File: config.mk
export PLATFORM = sky130hd
export DESIGN_NAME = ifmap_window_spad
export DESIGN_NICKNAME = d
export VERILOG_FILES = /design/src/rtl/spad_pkg.sv /design/src/rtl/spad_ring_ptr.sv /design/src/rtl/ifmap_window_spad.sv
export SDC_FILE = /design/constraint.sdc
export NUM_CORES = 1
export LEC_CHECK = 0
export ABC_AREA = 1
export BUFFER_PORTS_ARGS = -buffer_cell sky130_fd_sc_hd__clkbuf_2
export CAP_MARGIN = 10
export CORE_MARGIN = 4
export CORE_UTILIZATION = 57
export CTS_BUF_LIST = sky130_fd_sc_hd__clkbuf_8
export DETAILED_ROUTE_END_ITERATION = 10
export PLACE_DENSITY_LB_ADDON = 0.08
export SETUP_SLACK_MARGIN = 0.4
export SYNTH_ARGS = -nofsm -noshare
export SYNTH_HDL_FRONTEND = slang
export SYNTH_SLANG_ARGS = --single-unit
File: constraint.sdc
create_clock -name clk -period 2.94 [get_ports clk]
set_input_delay 0.294 -clock clk [delete_from_list [all_inputs] [get_ports clk]]
set_output_delay 0.294 -clock clk [all_outputs]
set_load 0.05 [all_outputs]
File: src/rtl/spad_pkg.sv
// ============================================================================
// Module : spad_pkg
// Brief  : Shared scratchpad defaults and the circular-pointer wrap helper.
// Rev    : 1.0
// ============================================================================
`default_nettype none

package spad_pkg;

    localparam int ACT_WIDTH   = 16;
    localparam int IFMAP_DEPTH = 12;

    // Single conditional subtract; valid while ptr < depth and n <= depth.
    function automatic int unsigned ptr_wrap_add(
        input int unsigned ptr,
        input int unsigned n,
        input int unsigned depth
    );
        int unsigned w_sum;
        w_sum = ptr + n;
        return (w_sum >= depth) ? (w_sum - depth) : w_sum;
    endfunction

endpackage

`default_nettype wire

File: src/rtl/spad_ring_ptr.sv
// ============================================================================
// Module : spad_ring_ptr
// Brief  : Circular pointer register, advance by 0..DEPTH per cycle.
// Rev    : 1.0
// ============================================================================
`default_nettype none

module spad_ring_ptr #(
    parameter int DEPTH = 12,
    parameter int PTR_W = $clog2(DEPTH)
) (
    input  logic             clk,
    input  logic             rst,
    input  logic             i_clear,
    input  logic [PTR_W:0]   i_adv,
    output logic [PTR_W-1:0] o_ptr
);

    localparam logic [PTR_W:0] c_DEPTH = (PTR_W + 1)'(DEPTH);

    logic [PTR_W-1:0] r_ptr;
    logic [PTR_W:0]   w_sum;
    logic [PTR_W:0]   w_wrapped;

    // One extra bit holds ptr + n up to 2*DEPTH-1 before the wrap subtract.
    always_comb begin
        w_sum     = {1'b0, r_ptr} + i_adv;
        w_wrapped = (w_sum >= c_DEPTH) ? (w_sum - c_DEPTH) : w_sum;
    end

    always_ff @(posedge clk or posedge rst) begin
        if (rst) begin
            r_ptr <= '0;
        end else if (i_clear) begin
            r_ptr <= '0;
        end else begin
            r_ptr <= PTR_W'(w_wrapped);
        end
    end

    assign o_ptr = r_ptr;

endmodule

`default_nettype wire

File: src/rtl/ifmap_window_spad.sv
// ============================================================================
// Module : ifmap_window_spad
// Brief  : Circular sliding-window ifmap scratchpad: push at tail, read by
//          offset from head, retire oldest entries by a programmable stride.
// Rev    : 1.0
// ============================================================================
`default_nettype none

module ifmap_window_spad
    import spad_pkg::*;
#(
    parameter int DATA_WIDTH = ACT_WIDTH,
    parameter int DEPTH      = IFMAP_DEPTH,
    parameter int PTR_W      = $clog2(DEPTH),
    parameter int CNT_W      = $clog2(DEPTH + 1)
) (
    input  logic                  clk,
    input  logic                  rst,
    input  logic                  clear,
    input  logic                  wr_valid,
    output logic                  wr_ready,
    input  logic [DATA_WIDTH-1:0] wr_data,
    input  logic                  rd_en,
    input  logic [PTR_W-1:0]      rd_offset,
    output logic [DATA_WIDTH-1:0] rd_data,
    output logic                  rd_valid,
    output logic                  rd_err,
    input  logic                  slide_en,
    input  logic [PTR_W:0]        slide_amt,
    output logic [CNT_W-1:0]      count,
    output logic                  full,
    output logic                  empty
);

    localparam logic [CNT_W-1:0] c_DEPTH_CNT = CNT_W'(DEPTH);

    logic [DATA_WIDTH-1:0] r_mem [DEPTH];
    logic [CNT_W-1:0]      r_count;
    logic [DATA_WIDTH-1:0] r_rd_data;
    logic                  r_rd_valid;
    logic                  r_rd_err;

    logic [PTR_W-1:0]      w_head;
    logic [PTR_W-1:0]      w_tail;
    logic [PTR_W-1:0]      w_rd_addr;
    logic [PTR_W:0]        w_count_ext;
    logic [PTR_W:0]        w_push_n;
    logic [PTR_W:0]        w_eff;
    logic [PTR_W:0]        w_count_sum;
    logic                  w_push;
    logic                  w_rd_hit;

    // Acceptance looks only at the registered count, so a same-cycle slide
    // never opens a slot in a full buffer.
    assign wr_ready = (r_count < c_DEPTH_CNT);
    assign full     = (r_count == c_DEPTH_CNT);
    assign empty    = (r_count == '0);
    assign count    = r_count;
    assign rd_data  = r_rd_data;
    assign rd_valid = r_rd_valid;
    assign rd_err   = r_rd_err;

    always_comb begin
        w_push      = wr_valid && wr_ready && !clear;
        w_push_n    = (PTR_W + 1)'(w_push);
        w_count_ext = (PTR_W + 1)'(r_count);
        if (!slide_en) begin
            w_eff = '0;
        end else if (slide_amt > w_count_ext) begin
            w_eff = w_count_ext;
        end else begin
            w_eff = slide_amt;
        end
        w_count_sum = w_count_ext + w_push_n - w_eff;
        w_rd_hit    = ({1'b0, rd_offset} < w_count_ext);
        w_rd_addr   = PTR_W'(ptr_wrap_add(32'(w_head), 32'(rd_offset), 32'(DEPTH)));
    end

    spad_ring_ptr #(
        .DEPTH (DEPTH),
        .PTR_W (PTR_W)
    ) u_head (
        .clk     (clk),
        .rst     (rst),
        .i_clear (clear),
        .i_adv   (w_eff),
        .o_ptr   (w_head)
    );

    spad_ring_ptr #(
        .DEPTH (DEPTH),
        .PTR_W (PTR_W)
    ) u_tail (
        .clk     (clk),
        .rst     (rst),
        .i_clear (clear),
        .i_adv   (w_push_n),
        .o_ptr   (w_tail)
    );

    // Storage is deliberately not reset; count gating hides stale entries.
    always_ff @(posedge clk) begin
        if (w_push) begin
            r_mem[w_tail] <= wr_data;
        end
    end

    always_ff @(posedge clk or posedge rst) begin
        if (rst) begin
            r_count <= '0;
        end else if (clear) begin
            r_count <= '0;
        end else begin
            r_count <= CNT_W'(w_count_sum);
        end
    end

    always_ff @(posedge clk or posedge rst) begin
        if (rst) begin
            r_rd_data  <= '0;
            r_rd_valid <= 1'b0;
            r_rd_err   <= 1'b0;
        end else if (clear) begin
            r_rd_valid <= 1'b0;
            r_rd_err   <= 1'b0;
        end else if (rd_en) begin
            r_rd_valid <= 1'b1;
            if (w_rd_hit) begin
                r_rd_data <= r_mem[w_rd_addr];
                r_rd_err  <= 1'b0;
            end else begin
                r_rd_data <= '0;
                r_rd_err  <= 1'b1;
            end
        end else begin
            r_rd_valid <= 1'b0;
            r_rd_err   <= 1'b0;
        end
    end

endmodule

`default_nettype wire

==> results.txt <==
The number of warnings printed during yosys synthesis is 0. The routed design could run at a clock period as short as 3090 ps. Buffers placed on the I/O ports in this run total 55. The flow ran to the end, but the final reports show violations. The share of post-route cells with drive strength above 1 is 0.2142. STA classifies the critical path endpoint as a flip-flop. The final setup violation count came out at 2. The switching power total came out at 4.362 mW. The global placement routability congestion came out at 0.8668. The number of antenna violations at the first check in global routing is 0. The post-synth design cell area came out at ~0.01 mm^2. Based on the critical path, the design can be clocked at up to 323.6 MHz. STA puts the critical path data arrival time at 3500 ps.

In this run, the number of DRC markers left after iteration 0 of detailed routing was 599. The number of flip-flops and latches in the synthesized netlist came out at 222. The prevailing post-synth register cell is sky130_fd_sc_hd__edfxtp_1. The area overhead of the layout relative to synthesis is 18.30%.

The tightest slew margin relative to the limit is 0.5311. The number of antenna diodes came out at 0. A synthesized cell averages 11.12 um^2. In this run the power density over the cells is 945.6 mW/mm^2. In the final design database the tool counted 1,052 nets.

The total count of max-transition violations in the final report is 0. The setup slack after layout is -150.5 ps. Along the worst path, the maximum fanout reaches 6. The layout filler cell count came out at approximately 1,200. The first global-routing pass estimated approximately 36,000 um of wire. For this configuration, the core starts out at a cell density of 0.5847.

The synthesized netlist net count came out at 938. After synthesis, the cell types taking the most area are sky130_fd_sc_hd__edfxtp_1 (59%), sky130_fd_sc_hd__nand2_1 (8.6%), sky130_fd_sc_hd__dfrtp_1 (7.7%), sky130_fd_sc_hd__nand3_1 (3.9%), sky130_fd_sc_hd__a21oi_1 (3.5%). The sequential share of the synthesized area is 0.6674. In the synthesized netlist the async set-or-reset flop fraction comes to 0.1351. Synthesis instantiated 33 different standard cells from the library. The leakage power figure is 4.908 nW. Counting flops with a built-in enable in the synthesized netlist gives between 150 and 200. Pin placement for this block handled between 50 and 60 I/O pins.

The final reports fail on setup timing. Summed over all layers, the global routing overflow is 0. In the routed design, unresolved DRC markers number 0. The detailed router placed 6,881 vias in this run. The average detailed-routed wire length per instance is 18.58 um. The path class of the tightest hold or removal check is input pin to flip-flop. The core area came out at 0.01670 mm^2. The portion of synthesized cell area occupied by the leading cell type came out at 0.5905.

The TritonCTS clock tree is done. The sum of routed wire length over all layers came out at 22,910 um. The maximum root-to-sink buffer count came out at 3. The cell sitting at the root of the clock tree is a sky130_fd_sc_hd__clkbuf_8. Detailed placement finished with a half-perimeter wire length of 13,960 um. The vertical extent of the die is approximately 140 um. Once detail routing completed, the nets flagged for antenna violations numbered 0. Setup repair after global routing could not meet its margin everywhere.

The average via count per standard cell is 5.581. STA classifies the critical path startpoint as a flip-flop. The post-route cell area came out at between 0.01 and 0.015 mm^2.

In the global route stage, overall resource usage came out at 0.2359. The H-tree generated during clock tree synthesis spans 2 levels. The number of hold-slack violations in the final timing report is 0. The source-to-sink clock delay at the later pin of the worst-skew pair is 530 ps. The combinational cell fraction of total power is 0.445. The die footprint came out at 0.01929 mm^2. The clock-pin slew of the registers on the worst-case setup and hold paths came out at about 60 ps. The number of global-route vias before repair came out at 6,732. The biggest area contributor in the post-synthesis netlist is sky130_fd_sc_hd__edfxtp_1. The fraction of the cycle the final worst path needs came out at 1.051. The share of total power dissipated in the clock network is 0.218. The maximum clock skew at final layout is 27.95 ps.

Before antenna repair, the detailed router went through 5 iterations. The die boundary width is 138.9 um. The setup slack after placement is -250.1 ps. Entering global routing, the biggest net connects 97 pins. The worst supply voltage drop on vdd came out at 0.7290 mV. The total CTS buffers is 38. The number of core rows came out at 47. The post-place instance area came out at about 0.011 mm^2.

Counting every sink on the clock net gives 222. Across the run, the number of max-cap violations was 0. The internal power component is 6.561 mW. The classification of the worst setup path is flip-flop to flip-flop. Summed over all failing endpoints, the final setup total negative slack is -258.8 ps. The power share of the sequential group is 0.336. At the pin with the least slew margin, the transition time is around 700 ps.

The switching part of the total power came out at 0.3994. The gate count of the mapped netlist is 878. The critical path required time is 3350 ps.
## cell families (layout without fill, tap and decap cells)
logic type	count (synthesis)	count (layout)	synth area share
xor+xnor	7	7	0.006279
fa+ha+maj	29	29	0.03947
flops	222	222	0.6674
buf+inv	131	266	0.05587
simple gates	356	356	0.1521
compound gates	133	133	0.07894
## cells in the mapped netlist, types with 2 or more instances
| library cell | number |
|---|---|
| sky130_fd_sc_hd__a21oi_1 | 68 |
| sky130_fd_sc_hd__a22o_1 | 15 |
| sky130_fd_sc_hd__a22oi_1 | 15 |
| sky130_fd_sc_hd__buf_1 | 2 |
| sky130_fd_sc_hd__buf_2 | 19 |
| sky130_fd_sc_hd__buf_4 | 2 |
| sky130_fd_sc_hd__buf_6 | 3 |
| sky130_fd_sc_hd__clkbuf_1 | 14 |
| sky130_fd_sc_hd__dfrtp_1 | 30 |
| sky130_fd_sc_hd__edfxtp_1 | 192 |
| sky130_fd_sc_hd__fa_1 | 3 |
| sky130_fd_sc_hd__ha_1 | 26 |
| sky130_fd_sc_hd__inv_1 | 90 |
| sky130_fd_sc_hd__nand2_1 | 223 |
| sky130_fd_sc_hd__nand2_4 | 3 |
| sky130_fd_sc_hd__nand3_1 | 76 |
| sky130_fd_sc_hd__nand4_1 | 3 |
| sky130_fd_sc_hd__nor2_1 | 44 |
| sky130_fd_sc_hd__nor3_1 | 2 |
| sky130_fd_sc_hd__o21ai_0 | 13 |
| sky130_fd_sc_hd__o21ai_1 | 16 |
| sky130_fd_sc_hd__o22ai_1 | 3 |
| sky130_fd_sc_hd__xnor2_1 | 3 |
| sky130_fd_sc_hd__xor2_1 | 4 |
## flip-flops by register name, summed over array words and instances (netlist names)
name          cells
count             4
r_mem           192
rd_data          16
rd_err            1
rd_valid          1
u_head.o_ptr      4
u_tail.o_ptr      4
## power groups by stage
| stage | registers [mW] | logic [mW] | clock network (mW) |
|---|---|---|---|
| after floorplan | 4.07 | 2.74 | 0 |
| after global placement | 3.72 | 4.11 | 0 |
| after detailed placement | 3.73 | 4.22 | 0 |
| after CTS | 3.67 | 4.72 | 2.43 |
| after global routing | 3.69 | 5.34 | 2.58 |
| final | 3.68 | 4.86 | 2.38 |
## worst max-delay path, stage by stage, from the launching register on
cell and delay (ps):
sky130_fd_sc_hd__dfrtp_2 360, sky130_fd_sc_hd__inv_2 50, sky130_fd_sc_hd__ha_4 260, sky130_fd_sc_hd__inv_2 30, sky130_fd_sc_hd__nor2_4 110, sky130_fd_sc_hd__nand4_1 200, sky130_fd_sc_hd__nand2_4 150, sky130_fd_sc_hd__inv_1 60
sky130_fd_sc_hd__nor2_1 110, sky130_fd_sc_hd__nor2_2 60, sky130_fd_sc_hd__ha_1 300, sky130_fd_sc_hd__inv_1 80, sky130_fd_sc_hd__o21bai_1 200, sky130_fd_sc_hd__xor2_1 250, sky130_fd_sc_hd__ha_2 220, sky130_fd_sc_hd__and3_4 210
sky130_fd_sc_hd__nor3_4 50, sky130_fd_sc_hd__inv_2 70, sky130_fd_sc_hd__nor2_4 40, sky130_fd_sc_hd__o21ai_1 100, sky130_fd_sc_hd__nor2_1 50
## timing repair
item | in CTS | in global routing
setup endpoints to repair | 21 | 23
hold endpoints to repair | 30 | 0
gates cloned | 1 | 0
gates resized for setup | 34 | 14
pin swaps | 16 | 17
hold buffers | 1 | 0
setup buffers | 13 | 5
## placed cells by master (no fill, tap or decap), types with 19 or more instances in the layout
| master | n |
|---|---|
| sky130_fd_sc_hd__nand2_1 | 211 |
| sky130_fd_sc_hd__edfxtp_1 | 192 |
| sky130_fd_sc_hd__inv_1 | 92 |
| sky130_fd_sc_hd__nand3_1 | 74 |
| sky130_fd_sc_hd__a21oi_1 | 66 |
| sky130_fd_sc_hd__clkbuf_2 | 55 |
| sky130_fd_sc_hd__buf_4 | 52 |
| sky130_fd_sc_hd__nor2_1 | 39 |
| sky130_fd_sc_hd__clkbuf_8 | 39 |
| sky130_fd_sc_hd__dfrtp_1 | 27 |
| sky130_fd_sc_hd__o21ai_1 | 19 |
## metrics by stage
stage / instances / total power, mW / hold WS (ps) / util
final: 1233 / 10.92 / 120.6 / 0.6916
after global routing: 1233 / 11.61 / 116.6 / 0.6916
after CTS: 1228 / 10.82 / 81.71 / 0.6864
after detailed placement: 1152 / 7.953 / 378.1 / 0.6316
after global placement: 1152 / 7.836 / 370.1 / 0.6316
after floorplan: 878 / 6.814 / 384.6 / -
## layout make-up
cell class / count / area [um^2] / share of cell area
repair buffers: 114 / 803.3 / 0.06954
clock buffers: 39 / 536.8 / 0.04647
multi-input cells: 525 / 2982 / 0.2581
well taps: 220 / 275.3 / 0.02383
clock inverters: 22 / 92.59 / 0.008016
inverters: 91 / 341.6 / 0.02957
flip-flops and latches: 222 / 6520 / 0.5644
## final timing paths
path / startpoint / endpoint / slack, ps / cells after the start
hold reg to reg: rd_data[2] / rd_data[2] / 480 / 2
hold / removal: wr_data[13] / r_mem[3][13] / 120 / 1
setup / recovery: count[3] / u_head.o_ptr[2] / -150 / 20
setup reg to reg: count[3] / u_head.o_ptr[2] / -150 / 20
max in group asynchronous: rst / count[3] / 2240 / 4
min in group asynchronous: rst / rd_data[2] / 390 / 4
## per-layer routing
layer,track usage,share of wire,wire length [um]
met5,0,0,0
met1,0.3278,0.43,9750
met4,0.06540,0.023,520
met2,0.3840,0.49,11200
met3,0.04793,0.063,1445
Power figures use the tool's default switching activity.
